==> src/rtl/rggen_host_if_apb_bridge.sv <==
// rggen_host_if_apb_bridge: registered APB slave to rggen register-bus bridge with range decode and timeout
module rggen_host_if_apb_bridge #(
    parameter int                       ADDRESS_WIDTH       = 32,
    parameter int                       LOCAL_ADDRESS_WIDTH = 16,
    parameter int                       DATA_WIDTH          = 32,
    parameter logic [ADDRESS_WIDTH-1:0] BASE_ADDRESS        = '0,
    parameter int                       TIMEOUT_CYCLES      = 0
)(
    input  logic                           clk,
    input  logic                           rst,
    input  logic                           i_psel,
    input  logic                           i_penable,
    input  logic [ADDRESS_WIDTH-1:0]       i_paddr,
    input  logic                           i_pwrite,
    input  logic [DATA_WIDTH-1:0]          i_pwdata,
    input  logic [DATA_WIDTH/8-1:0]        i_pstrb,
    output logic                           o_pready,
    output logic [DATA_WIDTH-1:0]          o_prdata,
    output logic                           o_pslverr,
    output logic                           o_bus_request,
    output logic [LOCAL_ADDRESS_WIDTH-1:0] o_bus_address,
    output logic                           o_bus_direction,
    output logic [DATA_WIDTH-1:0]          o_bus_write_data,
    output logic [DATA_WIDTH/8-1:0]        o_bus_write_strobe,
    input  logic                           i_bus_done,
    input  logic [DATA_WIDTH-1:0]          i_bus_read_data,
    input  logic [1:0]                     i_bus_status
);
    localparam int STRB_WIDTH = DATA_WIDTH / 8;
    localparam int LSB        = $clog2(STRB_WIDTH);
    localparam logic [ADDRESS_WIDTH-1:0]       HI_MASK    = {ADDRESS_WIDTH{1'b1}} << LOCAL_ADDRESS_WIDTH;
    localparam logic [LOCAL_ADDRESS_WIDTH-1:0] ALIGN_MASK = {LOCAL_ADDRESS_WIDTH{1'b1}} << LSB;

    typedef enum logic [1:0] {IDLE, BUSY, RESP} state_t;

    state_t                         state;
    logic [31:0]                    count;
    logic [LOCAL_ADDRESS_WIDTH-1:0] addr;
    logic                           dir;
    logic [DATA_WIDTH-1:0]          wdata;
    logic [STRB_WIDTH-1:0]          strb;
    logic                           in_range;
    logic                           timeout;
    logic                           unused_status;

    assign in_range      = ((i_paddr ^ BASE_ADDRESS) & HI_MASK) == '0;
    assign timeout       = (TIMEOUT_CYCLES != 0) && (count == 32'(TIMEOUT_CYCLES - 1));
    assign unused_status = i_bus_status[0];

    assign o_bus_request      = state == BUSY;
    assign o_bus_address      = addr;
    assign o_bus_direction    = dir;
    assign o_bus_write_data   = wdata;
    assign o_bus_write_strobe = strb;

    always_ff @(posedge clk) begin
        if (rst) begin
            state     <= IDLE;
            count     <= '0;
            addr      <= '0;
            dir       <= 1'b0;
            wdata     <= '0;
            strb      <= '0;
            o_pready  <= 1'b0;
            o_prdata  <= '0;
            o_pslverr <= 1'b0;
        end else begin
            case (state)
                IDLE: begin
                    o_pready  <= 1'b0;
                    o_prdata  <= '0;
                    o_pslverr <= 1'b0;
                    if (i_psel && !i_penable) begin
                        addr  <= i_paddr[LOCAL_ADDRESS_WIDTH-1:0] & ALIGN_MASK;
                        dir   <= i_pwrite;
                        wdata <= i_pwdata;
                        strb  <= i_pwrite ? i_pstrb : '0;
                        count <= '0;
                        // out-of-window accesses answer with an error without touching the bus
                        state     <= in_range ? BUSY : RESP;
                        o_pready  <= !in_range;
                        o_pslverr <= !in_range;
                    end
                end
                BUSY: begin
                    if (i_bus_done) begin
                        state     <= RESP;
                        o_pready  <= 1'b1;
                        o_prdata  <= dir ? '0 : i_bus_read_data;
                        o_pslverr <= i_bus_status[1];
                    end else if (timeout) begin
                        state     <= RESP;
                        o_pready  <= 1'b1;
                        o_prdata  <= '0;
                        o_pslverr <= 1'b1;
                    end else begin
                        count <= count + 32'd1;
                    end
                end
                default: begin
                    state     <= IDLE;
                    o_pready  <= 1'b0;
                    o_prdata  <= '0;
                    o_pslverr <= 1'b0;
                end
            endcase
        end
    end
endmodule

==> config.mk <==
export PLATFORM = sky130hd
export DESIGN_NAME = rggen_host_if_apb_bridge
export DESIGN_NICKNAME = d
export VERILOG_FILES = /design/src/rtl/rggen_host_if_apb_bridge.sv
export SDC_FILE = /design/constraint.sdc
export NUM_CORES = 1
export LEC_CHECK = 0
export ABC_CLOCK_PERIOD_IN_PS = 1800
export CAP_MARGIN = 20
export CELL_PAD_IN_SITES_DETAIL_PLACEMENT = 0
export CELL_PAD_IN_SITES_GLOBAL_PLACEMENT = 1
export CORE_MARGIN = 8
export CORE_UTILIZATION = 25
export DETAILED_ROUTE_END_ITERATION = 10
export GPL_ROUTABILITY_DRIVEN = 0
export GPL_TIMING_DRIVEN = 1
export PLACE_DENSITY = 0.88
export SYNTH_ARGS = -nofsm -noshare
export SYNTH_HDL_FRONTEND = slang
export SYNTH_SLANG_ARGS = --single-unit
==> constraint.sdc <==
create_clock -name clk -period 1.8 [get_ports clk]
set_clock_uncertainty 0.05 [all_clocks]
set_input_delay 0.27 -clock clk [delete_from_list [all_inputs] [get_ports clk]]
set_output_delay 0.27 -clock clk [all_outputs]
set_load 0.1 [all_outputs]
==> metrics.log, run 1 <==
INFO  metric cts_inserted_buffers = 9
INFO  metric finalNonFillerCells = 745
INFO  metric synth.ff_latch_count = 87
INFO  metric i_o_pin_cnt = 196
INFO  metric drt_pre_antenna_iters = 4
INFO  metric placeableCoreArea = 12500 µm²
INFO  metric post_synth_inst_count = 386
INFO  metric post_synth_num_cell_types = 19
INFO  metric pre_cts_slack = -0.232 ns
INFO  metric totalWireLength = 11200 µm
INFO  metric multi_input_comb_area = 1280 µm²
INFO  metric met3_wirelength = 1310 µm
INFO  metric grt_antenna_before_repair = 0
INFO  metric drt_first_iter_violations = 92
INFO  metric worst_slew_pin_slew = 0.553 ns
INFO  metric final-hold-violation-count = 0
INFO  metric utilization = 50.9%
INFO  metric cts_tree = done
INFO  metric clkLatencyLatePin = 0.34 ns
INFO  metric hold_path.class = input port to register
INFO  metric crit_type = register to register
INFO  metric cts_buffer_depth = 2
INFO  metric placed_area = 6020 µm²
INFO  metric route.detailed.drc = 0
INFO  metric placement.io_buffers = 190
INFO  metric via_count = 3198
INFO  metric grt_total_ovfl = 0
INFO  metric grt_first_pass_wirelength = 17500 µm
INFO  metric total_leakage_power = 2.38 nW
INFO  metric fraction_of_layout_cells_with_a_size_suffix_above_1 = 20.2%
INFO  metric timing.hold.ws = 0.228 ns
INFO  metric setup.worst_path.end_class = register
INFO  metric dieArea = 16400 µm²
INFO  metric crit_required = 1.95 ns
INFO  metric final_nets = 676
INFO  metric dp_hpwl = 8710 µm
INFO  metric report.final.slew_viol_count = 0
INFO  metric synth_warnings = 0
INFO  metric max_slew_margin = 63.2%
INFO  metric antenna_violating_nets_post_route = 0
INFO  metric n_fill_cell = 1114
INFO  metric report.power.total = 5.12 mW
INFO  metric routed_wirelength_normalized_by_instance_count = 15.1 µm
INFO  metric crit_arrival = 1.86 ns
INFO  metric ctsResizeCount = 0
INFO  metric max_freq = 585 MHz
INFO  metric num_antenna_cells = 0
INFO  metric maxUsedRoutingLayer = met4
INFO  metric row_count = 41
INFO  metric critical_path_startpoint_category = register
INFO  metric area_growth_syn_to_layout = 101%
INFO  metric holdBufCountCts = 0
INFO  metric grt_setup_unrepaired = no
INFO  metric stdcell_area = 6340 µm²
INFO  metric met1_length = 4130 µm
INFO  metric post_synth.cell_area_avg = 8.16 µm²
INFO  metric synth.yosys.seq_area_share = 55.3%
INFO  metric power_per_cell_area = 807 nW/µm²
INFO  metric post_drt_via_cell_ratio = 4.29
INFO  metric path_clk_slew = 0.06 ns
INFO  metric fin_tns_setup = 0 ns
INFO  metric synth_area = 3150 µm²
INFO  metric largest_net_degree_at_the_start_of_global_routing = 53
INFO  metric ctsHtreeMaxLevel = 3
INFO  metric period_share = 94.9%
INFO  metric start_util = 25.3%
INFO  metric die_height = 128 µm
INFO  metric grt_pass1_vias = 3304
INFO  metric place.detailed.instances = 729
INFO  metric routed-wl-met2 = 5600 µm
INFO  metric run_status = complete, no violations
INFO  metric cts_root_cell = sky130_fd_sc_hd__clkbuf_16
INFO  metric finalWorstSetupSlack = 0.0911 ns
INFO  metric path_max_fanout = 34
INFO  metric buffers_inserted_during_post_cts_setup_optimization = 0
INFO  metric timing.final.setup_violations = 0
INFO  metric finalCriticalPeriod = 1.71 ns
INFO  metric peakVddDrop = 349 µV
INFO  metric drv.max_cap_violation_count = 0
INFO  metric grtUsageTotal = 13.7%
INFO  metric die-width = 128 µm
INFO  metric regArea = 1740 µm²
INFO  metric clock_sink_count = 87
[flip-flops by register name, summed over array words and instances (netlist names)]
signal / flops
o_pready: 1
o_bus_direction: 1
o_pslverr: 1
o_bus_address: 14
o_prdata: 32
o_bus_write_strobe: 4
state: 2
o_bus_write_data: 32
[metal layers]
metal  vias up  global-route usage (%)
li1       1616                       -
met1      1446                    13.6
met2       123                    23.3
met3        13                    7.45
met4         0                    5.73
met5         -                       0
[report_power, final]
group	switching, mW	internal [mW]
clock	0.719	1.29
sequential	0.0573	1.98
combinational	0.602	0.467
[final timing paths]
path | from | endpoint | slack [ns] | depth (start not counted)
worst max register to register | state[1] | o_bus_write_data[8] | 0.09 | 4
worst min-delay path | rst | state[1] | 0.23 | 4
worst max-delay path | state[1] | o_bus_write_data[8] | 0.09 | 4
worst min register to register | o_bus_write_data[14] | o_bus_write_data[14] | 0.44 | 2
[worst max-delay path, stage by stage, from the launching register on]
cell,delay [ns]
sky130_fd_sc_hd__dfxtp_1,0.35
sky130_fd_sc_hd__or4b_2,0.70
sky130_fd_sc_hd__buf_4,0.26
sky130_fd_sc_hd__nand2_1,0.12
sky130_fd_sc_hd__a21oi_1,0.07
[placed cells by master, fill, tap and decap left out, types with 4 or more instances in the layout]
| master | netlist | layout |
|---|---|---|
| sky130_fd_sc_hd__buf_4 | 2 | 14 |
| sky130_fd_sc_hd__nand2_1 | 101 | 101 |
| sky130_fd_sc_hd__buf_12 | 0 | 82 |
| sky130_fd_sc_hd__nor4_1 | 4 | 4 |
| sky130_fd_sc_hd__a21oi_1 | 83 | 83 |
| sky130_fd_sc_hd__dfxtp_1 | 87 | 87 |
| sky130_fd_sc_hd__nor2b_1 | 34 | 32 |
| sky130_fd_sc_hd__clkdlybuf4s50_1 | 0 | 103 |
| sky130_fd_sc_hd__nand3_1 | 6 | 6 |
| sky130_fd_sc_hd__clkbuf_16 | 0 | 9 |
| sky130_fd_sc_hd__nor2_1 | 33 | 33 |
[synth_stat cells]
cell type	instances	area (µm²)
sky130_fd_sc_hd__or4b_1	1	10.0
sky130_fd_sc_hd__buf_4	2	15.0
sky130_fd_sc_hd__nor4b_4	1	23.8
sky130_fd_sc_hd__conb_1	1	3.75
sky130_fd_sc_hd__buf_2	9	45.0
sky130_fd_sc_hd__buf_6	1	11.3
sky130_fd_sc_hd__o21ai_0	1	5.00
sky130_fd_sc_hd__a21oi_1	83	415
sky130_fd_sc_hd__mux2i_1	1	10.0
sky130_fd_sc_hd__nor2_1	33	124
sky130_fd_sc_hd__nand2_1	101	379
sky130_fd_sc_hd__clkbuf_1	18	67.6
sky130_fd_sc_hd__nor2b_1	34	213
sky130_fd_sc_hd__nand4_1	1	6.26
sky130_fd_sc_hd__nor4_1	4	25.0
sky130_fd_sc_hd__o211ai_1	1	7.51
sky130_fd_sc_hd__nand3_1	6	30.0
sky130_fd_sc_hd__dfxtp_1	87	1740
sky130_fd_sc_hd__o32ai_2	1	16.3
[cell families after synthesis]
logic type             after synthesis  synth area share (%)
AOI/OAI and AO/OA                   86                  14.1
and+or+nand+nor                    181                  25.7
other                                1                 0.119
muxes                                1                 0.318
DFF                                 87                  55.3
buffers and inverters               30                  4.41
[final cells by class]
cell class              count  area share [%]
multi-input cells         270            20.1
clock inverters             3            1.03
repair buffers            200            43.9
well taps                 172            3.39
flip-flops and latches     87            27.5
clock buffers              13            4.10
No activity file was read; power rests on OpenSTA's default activity.
==> run 2: changes to the inputs <==
--- a/config.mk
+++ b/config.mk
@@ -9,6 +9,7 @@
 export CAP_MARGIN = 20
 export CELL_PAD_IN_SITES_DETAIL_PLACEMENT = 0
 export CELL_PAD_IN_SITES_GLOBAL_PLACEMENT = 1
+export CORE_ASPECT_RATIO = 0.8
 export CORE_MARGIN = 8
 export CORE_UTILIZATION = 25
 export DETAILED_ROUTE_END_ITERATION = 10
==> metrics.log, run 2 (synthesis results as in run 1) <==
INFO  metric placement.io_buffers = 190 (unchanged)
INFO  metric crit_arrival = 1.81 ns (-0.05 ns)
INFO  metric via_count = 3177 (-0.66%)
INFO  metric final-hold-violation-count = 0 (unchanged)
INFO  metric drv.max_cap_violation_count = 0 (unchanged)
INFO  metric power_per_cell_area = 797 nW/µm² (-1.2%)
INFO  metric routed_wirelength_normalized_by_instance_count = 15.1 µm (+0.13%)
INFO  metric max_freq = 600 MHz (+2.5%)
INFO  metric path_clk_slew = 0.07 ns (about the same)
INFO  metric setup.worst_path.start = state[1]
INFO  metric peakVddDrop = 450 µV (+29%)
INFO  metric totalWireLength = 11200 µm (+0.13%)
INFO  metric holdBufCountCts = 0 (unchanged)
INFO  metric grt_first_pass_wirelength = 17600 µm (+0.35%)
INFO  metric cts_root_cell = sky130_fd_sc_hd__clkbuf_16
INFO  metric antenna_violating_nets_post_route = 0 (unchanged)
INFO  metric stdcell_area = 6250 µm² (-1.4%)
INFO  metric ctsHtreeMaxLevel = 3 (unchanged)
INFO  metric grt_setup_unrepaired = no
INFO  metric largest_net_degree_at_the_start_of_global_routing = 53 (unchanged)
INFO  metric run_status = complete, no violations
INFO  metric placed_area = 5950 µm² (-1.1%)
INFO  metric final_nets = 677 (+0.15%)
INFO  metric cts_tree = done
INFO  metric dieArea = 16500 µm² (+0.14%)
INFO  metric grt_pass1_vias = 3337 (+1.0%)
INFO  metric drt_pre_antenna_iters = 4 (unchanged)
INFO  metric drt_first_iter_violations = 119 (+29%)
INFO  metric clkLatencyLatePin = 0.33 ns (about the same)
INFO  metric row_count = 36 (-12%)
INFO  metric grtUsageTotal = 13.6% (-0.12 points)
INFO  metric r2r-start = state[1]
INFO  metric ctsResizeCount = 0 (unchanged)
INFO  metric fraction_of_layout_cells_with_a_size_suffix_above_1 = 20.7% (+0.49 points)
INFO  metric place.detailed.instances = 729 (unchanged)
INFO  metric crit_required = 1.94 ns (about the same)
INFO  metric timing.reg2reg.setup_slack = 0.13 ns (+0.04 ns)
INFO  metric worst_slew_pin_slew = 0.562 ns (+0.00969 ns)
INFO  metric route.detailed.drc = 0 (unchanged)
INFO  metric num_antenna_cells = 0 (unchanged)
INFO  metric setup.worst_path.end_class = register
INFO  metric utilization = 51.0% (+0.15 points)
INFO  metric finalNonFillerCells = 745 (unchanged)
INFO  metric grt_antenna_before_repair = 0 (unchanged)
INFO  metric i_o_pin_cnt = 196 (unchanged)
INFO  metric total_leakage_power = 2.35 nW (-1.3%)
INFO  metric crit_type = register to register
INFO  metric timing.final.setup_violations = 0 (unchanged)
INFO  metric critical_path_startpoint_category = register
INFO  metric period_share = 92.6% (-2.3 points)
INFO  metric max_slew_margin = 62.5% (-0.65 points)
INFO  metric layout.cells.most_common = sky130_fd_sc_hd__clkdlybuf4s50_1
INFO  metric post_drt_via_cell_ratio = 4.26 (-0.66%)
INFO  metric placeableCoreArea = 12300 µm² (-1.7%)
INFO  metric dp_hpwl = 8660 µm (-0.58%)
INFO  metric start_util = 25.7% (+0.44 points)
INFO  metric mostFrequentLayoutCells = sky130_fd_sc_hd__clkdlybuf4s50_1, sky130_fd_sc_hd__nand2_1, sky130_fd_sc_hd__dfxtp_1
INFO  metric clock_sink_count = 87 (unchanged)
INFO  metric buffers_inserted_during_post_cts_setup_optimization = 0 (unchanged)
INFO  metric cts_buffer_depth = 2 (unchanged)
INFO  metric hold_start = rst
INFO  metric hold_path.class = input port to register
INFO  metric report.final.slew_viol_count = 0 (unchanged)
INFO  metric grt_total_ovfl = 0 (unchanged)
INFO  metric die-width = 141 µm (+10%)
INFO  metric cts_inserted_buffers = 9 (unchanged)
INFO  metric fin_tns_setup = 0 ns (unchanged)
INFO  metric finalCriticalPeriod = 1.67 ns (-0.0415 ns)
INFO  metric area_growth_syn_to_layout = 98.5%
INFO  metric path_max_fanout = 45 (+32%)
INFO  metric die_height = 116 µm (-9.2%)
run 2: critical path, stage by stage, from the launching register on:
cell,delay [ns]
sky130_fd_sc_hd__dfxtp_1,0.36
sky130_fd_sc_hd__or4b_2,0.74
sky130_fd_sc_hd__buf_12,0.22
sky130_fd_sc_hd__nand2_1,0.09
sky130_fd_sc_hd__a21oi_1,0.07
run 2: metrics by stage:
| step | hold slack, ns | total power [mW] | setup WS [ns] |
|---|---|---|---|
| global placement | 0.427 | 3.14 | -0.160 |
| finish | 0.219 | 4.98 | 0.133 |
| CTS | 0.206 | 5.07 | 0.127 |
| global route | 0.262 | 5.19 | 0.0610 |
| floorplan | 0.356 | 2.62 | 0.0455 |
| detailed placement | 0.430 | 3.16 | -0.186 |
run 2: metal layers:
| layer | GRT usage, % | vias up | wire (µm) |
|---|---|---|---|
| met3 | 5.51 | 16 | 960 |
| met4 | 5.71 | 0 | 283 |
| met1 | 14.3 | 1455 | 4250 |
| li1 | - | 1608 | - |
| met2 | 23.9 | 98 | 5750 |
| met5 | 0 | - | 0 |
run 2: path summary, 6_finish.rpt:
check                        end  cells past startpoint
max          o_bus_write_data[1]                      4
min reg2reg  o_bus_write_data[9]                      2
max reg2reg  o_bus_write_data[1]                      4
min                     o_pready                      4
run 2: layout make-up:
type	count	area, µm²
Clock buffer	9	225
Sequential cell	87	1740
Clock inverter	7	78.8
Multi-Input combinational cell	270	1280
Fill cell	1099	6000
Tap cell	171	214
Timing Repair Buffer	201	2720
run 2: report_power, final:
group	switching [mW]	leakage [nW]	internal (mW)
logic	0.604	1.50	0.468
registers	0.0560	0.707	1.98
clock network	0.785	0.139	1.09
